File: config.mk
export PLATFORM = sky130hd
export DESIGN_NAME = avr_seq_ctrl_flat
export DESIGN_NICKNAME = d
export VERILOG_FILES = /design/src/rtl/avr_seq_ctrl_if.sv /design/src/rtl/avr_seq_ctrl.sv /design/src/flat_wrapper.sv
export SDC_FILE = /design/constraint.sdc
export NUM_CORES = 1
export LEC_CHECK = 0
export BUFFER_PORTS_ARGS = -buffer_cell sky130_fd_sc_hd__clkbuf_2
export CAP_MARGIN = 25
export CORE_MARGIN = 5
export CORE_UTILIZATION = 32
export DETAILED_ROUTE_END_ITERATION = 8
export PLACE_DENSITY_LB_ADDON = 0.25
export SYNTH_ARGS = -nofsm -noshare
export SYNTH_HDL_FRONTEND = slang
export SYNTH_SLANG_ARGS = --single-unit
File: constraint.sdc
create_clock -name CLK -period 2.07 [get_ports CLK]
set_input_delay 0.414 -clock CLK [delete_from_list [all_inputs] [get_ports CLK]]
set_output_delay 0.414 -clock CLK [all_outputs]
set_load 0.01 [all_outputs]
File: src/rtl/avr_seq_ctrl_if.sv
// rtl/avr_seq_ctrl_if.sv - data-memory handshake bundle between the AVR sequencer and the memory port
interface avr_seq_ctrl_if;
    logic        mem_req;
    logic        mem_we;
    logic [15:0] mem_addr;
    logic [4:0]  mem_rd;
    logic        mem_ack;

    modport master (
        output mem_req,
        output mem_we,
        output mem_addr,
        output mem_rd,
        input  mem_ack
    );

    modport slave (
        input  mem_req,
        input  mem_we,
        input  mem_addr,
        input  mem_rd,
        output mem_ack
    );
endinterface

File: src/rtl/avr_seq_ctrl.sv
// rtl/avr_seq_ctrl.sv - AVR instruction sequencer: PC source, two-word JMP/LDS/STS, data-memory handshake
// Optional MEM-wait timeout with sticky mem_err is built when AVR_SEQ_MEM_TIMEOUT_EN is defined.
module avr_seq_ctrl (
    input  logic                  CLK,
    input  logic                  RST,
    input  logic [15:0]           instr,
    input  logic                  stall_req,
    avr_seq_ctrl_if.master        mem,
    output logic [2:0]            pc_select,
    output logic [15:0]           pc_jmp,
    output logic                  reg_we,
    output logic                  busy,
    output logic                  mem_err
);

    typedef enum logic [2:0] {
        ST_RESET = 3'd0,
        ST_EXEC  = 3'd1,
        ST_OPND  = 3'd2,
        ST_MEM   = 3'd3,
        ST_HALT  = 3'd4
    } state_t;

    typedef enum logic [1:0] {
        K_NONE = 2'd0,
        K_JMP  = 2'd1,
        K_LDS  = 2'd2,
        K_STS  = 2'd3
    } kind_t;

    localparam logic [2:0] PC_ZERO = 3'b000;
    localparam logic [2:0] PC_HOLD = 3'b001;
    localparam logic [2:0] PC_INC  = 3'b010;
    localparam logic [2:0] PC_REL  = 3'b100;
    localparam logic [2:0] PC_ABS  = 3'b101;

    state_t      state_q, state_d;
    kind_t       kind_q, kind_d;
    logic [15:0] mem_addr_q, mem_addr_d;
    logic [4:0]  mem_rd_q, mem_rd_d;

    logic is_rjmp, is_jmp, is_lds, is_sts;

    assign is_rjmp = (instr[15:12] == 4'hC);
    assign is_jmp  = (instr[15:9] == 7'b1001010) && (instr[3:1] == 3'b110);
    assign is_lds  = (instr[15:9] == 7'b1001000) && (instr[3:0] == 4'h0);
    assign is_sts  = (instr[15:9] == 7'b1001001) && (instr[3:0] == 4'h0);

`ifdef AVR_SEQ_MEM_TIMEOUT_EN
    logic [7:0] tmo_cnt_q, tmo_cnt_d;
    logic       mem_err_q, mem_err_d;
`endif

    always_ff @(posedge CLK) begin
        if (RST) begin
            state_q    <= ST_RESET;
            kind_q     <= K_NONE;
            mem_addr_q <= 16'h0000;
            mem_rd_q   <= 5'd0;
`ifdef AVR_SEQ_MEM_TIMEOUT_EN
            tmo_cnt_q  <= 8'd0;
            mem_err_q  <= 1'b0;
`endif
        end else begin
            state_q    <= state_d;
            kind_q     <= kind_d;
            mem_addr_q <= mem_addr_d;
            mem_rd_q   <= mem_rd_d;
`ifdef AVR_SEQ_MEM_TIMEOUT_EN
            tmo_cnt_q  <= tmo_cnt_d;
            mem_err_q  <= mem_err_d;
`endif
        end
    end

    always_comb begin
        state_d     = state_q;
        kind_d      = kind_q;
        mem_addr_d  = mem_addr_q;
        mem_rd_d    = mem_rd_q;
        pc_select   = PC_ZERO;
        pc_jmp      = 16'h0000;
        reg_we      = 1'b0;
        mem.mem_req = 1'b0;
        mem.mem_we  = 1'b0;
`ifdef AVR_SEQ_MEM_TIMEOUT_EN
        tmo_cnt_d   = tmo_cnt_q;
        mem_err_d   = mem_err_q;
`endif

        case (state_q)
            ST_RESET: begin
                state_d = ST_EXEC;
            end

            ST_EXEC: begin
                // A pending halt wins over whatever the fetch unit is presenting.
                if (stall_req) begin
                    pc_select = PC_HOLD;
                    state_d   = ST_HALT;
                end else if (is_rjmp) begin
                    pc_select = PC_REL;
                    pc_jmp    = {{4{instr[11]}}, instr[11:0]};
                end else if (is_jmp) begin
                    pc_select = PC_INC;
                    kind_d    = K_JMP;
                    state_d   = ST_OPND;
                end else if (is_lds || is_sts) begin
                    pc_select = PC_INC;
                    kind_d    = is_lds ? K_LDS : K_STS;
                    mem_rd_d  = instr[8:4];
                    state_d   = ST_OPND;
                end else if (instr == 16'h0000) begin
                    pc_select = PC_INC;
                end else begin
                    pc_select = PC_INC;
                    reg_we    = 1'b1;
                end
            end

            ST_OPND: begin
                if (kind_q == K_JMP) begin
                    pc_select = PC_ABS;
                    pc_jmp    = instr;
                    state_d   = ST_EXEC;
                end else if (kind_q == K_LDS || kind_q == K_STS) begin
                    pc_select  = PC_HOLD;
                    mem_addr_d = instr;
                    state_d    = ST_MEM;
`ifdef AVR_SEQ_MEM_TIMEOUT_EN
                    tmo_cnt_d  = 8'd0;
`endif
                end else begin
                    pc_select = PC_INC;
                    state_d   = ST_EXEC;
                end
            end

            ST_MEM: begin
                mem.mem_req = 1'b1;
                mem.mem_we  = (kind_q == K_STS);
                if (mem.mem_ack) begin
                    pc_select = PC_INC;
                    reg_we    = (kind_q == K_LDS);
                    state_d   = ST_EXEC;
`ifdef AVR_SEQ_MEM_TIMEOUT_EN
                end else if (tmo_cnt_q == 8'd255) begin
                    pc_select = PC_INC;
                    mem_err_d = 1'b1;
                    state_d   = ST_EXEC;
                end else begin
                    pc_select = PC_HOLD;
                    tmo_cnt_d = tmo_cnt_q + 8'd1;
                end
`else
                end else begin
                    pc_select = PC_HOLD;
                end
`endif
            end

            ST_HALT: begin
                pc_select = PC_HOLD;
                if (!stall_req) begin
                    state_d = ST_EXEC;
                end
            end

            default: begin
                state_d = ST_RESET;
            end
        endcase
    end

    assign mem.mem_addr = mem_addr_q;
    assign mem.mem_rd   = mem_rd_q;
    assign busy         = (state_q != ST_EXEC);

`ifdef AVR_SEQ_MEM_TIMEOUT_EN
    assign mem_err = mem_err_q;
`else
    assign mem_err = 1'b0;
`endif

endmodule

File: src/flat_wrapper.sv
// flat-port wrapper written by rule: the top's interface ports become plain ports
module avr_seq_ctrl_flat 
  (CLK, RST, instr, stall_req, pc_select, pc_jmp, reg_we, busy, mem_err, mem_mem_req, mem_mem_we, mem_mem_addr, mem_mem_rd, mem_mem_ack);
  avr_seq_ctrl_if mem_i ();
  input  logic CLK;
  input  logic RST;
  input  logic [15:0] instr;
  input  logic stall_req;
  output logic [2:0] pc_select;
  output logic [15:0] pc_jmp;
  output logic reg_we;
  output logic busy;
  output logic mem_err;
  output wire logic [$bits(mem_i.mem_req)-1:0] mem_mem_req;
  output wire logic [$bits(mem_i.mem_we)-1:0] mem_mem_we;
  output wire logic [$bits(mem_i.mem_addr)-1:0] mem_mem_addr;
  output wire logic [$bits(mem_i.mem_rd)-1:0] mem_mem_rd;
  input wire logic [$bits(mem_i.mem_ack)-1:0] mem_mem_ack;
  assign mem_mem_req = mem_i.mem_req;
  assign mem_mem_we = mem_i.mem_we;
  assign mem_mem_addr = mem_i.mem_addr;
  assign mem_mem_rd = mem_i.mem_rd;
  assign mem_i.mem_ack = mem_mem_ack;
  avr_seq_ctrl u_core (.CLK(CLK), .RST(RST), .instr(instr), .stall_req(stall_req), .mem(mem_i), .pc_select(pc_select), .pc_jmp(pc_jmp), .reg_we(reg_we), .busy(busy), .mem_err(mem_err));
endmodule
==> summary.txt <==
Netlist cell types: 41
Setup TNS: -4.862 ns
Clock Latency Late Sink: 0.27 ns
post-route ant nets: 0
DR iter-0 viols: 109
crit path max fanout: 6
GP Congestion: 0.7790
Yosys warnings: 0
Synth Flop Type: dfxtp_1
Worst slew margin: 60.90%
syn nets: 204
Pre-antenna DRT Iters: 4
GRT overflow: 0
Setup Skew: 0.001601 ns
Clock Pin Slew Worst Setup and Hold Paths: 0.09 ns
FF+latch count, synth: 26
Starting Density: 32.96%
final critical-path required period: 2.370 ns
via/cell ratio: 4.939
worst r2r src: u_core.state_q[2]$_SDFFE_PP0P_
outcome: finished, violations left
Filler cells: 460
Adder-Cell Fraction of Synth Area: 0%
Final Routed Wirelength: 4.380 mm
RR Endpoint: u_core.mem.mem_rd[1]$_SDFFE_PP0P_
dpl cells: 305
max_cap viols: 0
# port buffers: 63
nets@finish: 282
simple logic cell fraction of the synthesized area: 34.50%
largest family of logic cells by synthesized area: simple AND/OR/NAND/NOR gates
share of the synthesized area in the top cell type: 36.52%
Peak VDD IR: 0.2983 mV
Register-to-Register Path Depth: 5
Slew Limit Fails: 0
Antenna diodes: 0
Setup crit end: pc_jmp[0]
Cell Count, Final, Fillers Out: 313
Die Wd: 76.74 um
CTS H-Tree Depth: 1
Worst Hold Launch: mem_mem_ack
wire per inst: 13.99 um
Peak Freq: 0.4219 GHz
Post-synth ARST share: 0%
Hold Crit Class: in -> reg
Hold Crit Depth: 2
mux contribution to synthesized area: 0%
Worst setup EP type: output port
sequential share of the synthesized area: 36.52%
die area: 5888 um2
io pins: 65
final setup violating endpoints: 19
share of layout cells above drive strength 1: 42.53%
Final Hold Fails: 0
Avg Cell Area, Syn: 7.745 um2
Via Count: 1546
reg-to-reg slack, setup: 0.37 ns
core area: 4324 um2
P_leak: 0.9079 nW
die extent in y: 76.74 um
Crit path arrival time: 1.96 ns
number of CTS-inserted buffers: 3
top post-synthesis cells by area: dfxtp_1, nand2_1, a21oi_1
Post-synth EDFFs: 0
Slew @ Worst Pin: 0.5865 ns
RSZ-0062 raised after global routing: true
final worst slack: -0.3001 ns
CTS Root Cell: clkbuf_8
Sink Count: 26
CTS tree: yes
pin count of the biggest net entering global routing: 28
post-DP HPWL: 3.187 mm
largest area contributor in the netlist: dfxtp_1
CP Class: reg -> out
synthesized cell area: 1425 um2
CP required: 1.66 ns
Synth Area in Compound Gates: 21.69%
xor/xnor cell area share of the yosys netlist: 0.6146%
CP Launch Type: flop
first-pass GRT wire length: 7.051 mm
Post-Synthesis Cells: 184
area grow syn2layout: 40.56%
failing checks: negative setup slack
vias in the first global route: 1442
power per cell area: 507.3 nW/um2
DRC viols: 0
initial antenna violation count: 0
worst setup path startpoint: u_core.state_q[2]$_SDFFE_PP0P_
gr usage total: 14.17%
Tcrit/Tclk final: 114.5%
# hold bufs at CTS: 0
row count: 24
Clock Path Buffers: 2
-- cells by family (layout without fill, tap and decap cells) --
group,count (synthesis),in the layout
flip-flops,26,26
AO/OA/AOI/OAI,50,51
AND/OR/NAND/NOR,88,88
buffers and inverters,18,94
other,1,1
XOR/XNOR,1,1
-- state kept, by name, indices dropped and copies added (netlist names) --
name                 cells
u_core.kind_q            2
u_core.mem.mem_rd        5
u_core.state_q           3
u_core.mem.mem_addr     16
-- worst max-delay path, stage by stage, from the launching register on --
cell,delay [ns]
dfxtp_2,0.33
or4b_4,0.55
nor4_4,0.21
buf_4,0.18
a31oi_2,0.10
nor2b_2,0.17
clkbuf_2,0.14
-- placed cells by master (no fill, tap or decap), types with 2 or more instances in the layout --
master	n
clkbuf_2	51
nand2_1	36
a21oi_1	25
dfxtp_1	25
buf_4	20
buf_2	12
o21ai_0	11
nor2_1	9
nor2b_2	9
inv_1	7
nand3_1	6
nor3_1	4
clkbuf_8	4
nand2b_1	3
o21ai_2	3
nor2b_1	3
a31oi_4	2
nor4_1	2
nand4_1	2
o211a_1	2
nand4b_1	2
-- metrics by stage --
| step | area [um2] | hold slack (ns) | utilization [%] | total power, mW | worst slack (ns) |
|---|---|---|---|---|---|
| final | 2003 | 0.3776 | 46.33 | 1.016 | -0.3001 |
| after global routing | 2003 | 0.3912 | 46.33 | 1.061 | -0.3571 |
| after CTS | 1953 | 0.3756 | 45.17 | 1.016 | -0.2396 |
| after detailed placement | 1868 | 0.4489 | 43.20 | 0.6790 | -0.1700 |
| after global placement | 1868 | 0.4422 | 43.20 | 0.6781 | -0.1531 |
| after floorplan | 1425 | 0.4805 | - | 0.6025 | 0.06938 |
-- layer usage --
metal | global-route usage [%] | routed length (um) | share of wire [%] | vias up
met5 | 0 | 0 | 0 | -
met4 | 6.294 | 70 | 1.6 | 0
met3 | 2.693 | 199 | 4.5 | 4
met2 | 23.51 | 2142 | 49 | 41
met1 | 17.65 | 1967 | 45 | 711
li1 | - | - | - | 790
-- synth_stat cells (all sizes together), types with 2 or more instances --
cell     n
clkbuf   5
nand2   37
nand3    6
o31ai    2
nand4    2
inv      7
o21ai   14
nand4b   2
nor2b   13
nand2b   3
buf      6
a21oi   25
dfxtp   26
nor2     9
nor4     3
nor3     4
a31oi    2
o211a    2
-- area by class of cell --
| type | instances | area (um2) | share of cell area (%) |
|---|---|---|---|
| Clock buffer | 4 | 55.05 | 2.748 |
| Inverter | 7 | 26.28 | 1.312 |
| Multi-Input combinational cell | 141 | 869.6 | 43.41 |
| Sequential cell | 26 | 521.8 | 26.05 |
| Tap cell | 52 | 65.06 | 3.248 |
| Timing Repair Buffer | 83 | 465.4 | 23.24 |
-- worst min path at each step --
stage | endpoint
after floorplan | u_core.mem.mem_addr[0]$_SDFFE_PP0P_
after detailed placement | u_core.mem.mem_addr[12]$_SDFFE_PP0P_
after global placement | u_core.mem.mem_addr[12]$_SDFFE_PP0P_
final | u_core.state_q[1]$_SDFFE_PP0P_
after CTS | u_core.state_q[1]$_SDFFE_PP0P_
after global routing | u_core.state_q[1]$_SDFFE_PP0P_
-- repair_timing --
| item | 4_1_cts | 5_1_grt |
|---|---|---|
| setup endpoints to repair | 19 | 20 |
| pin swaps | 0 | 2 |
| buffers inserted | 1 | 2 |
| resized for setup | 5 | 20 |
| gates cloned | 0 | 1 |
-- report_power, final --
group / total, mW / internal [mW] / switching (mW)
clock network: 0.336 / 0.170 / 0.165
registers: 0.507 / 0.504 / 0.00251
logic: 0.174 / 0.0760 / 0.0976
Power figures use the tool's default switching activity.
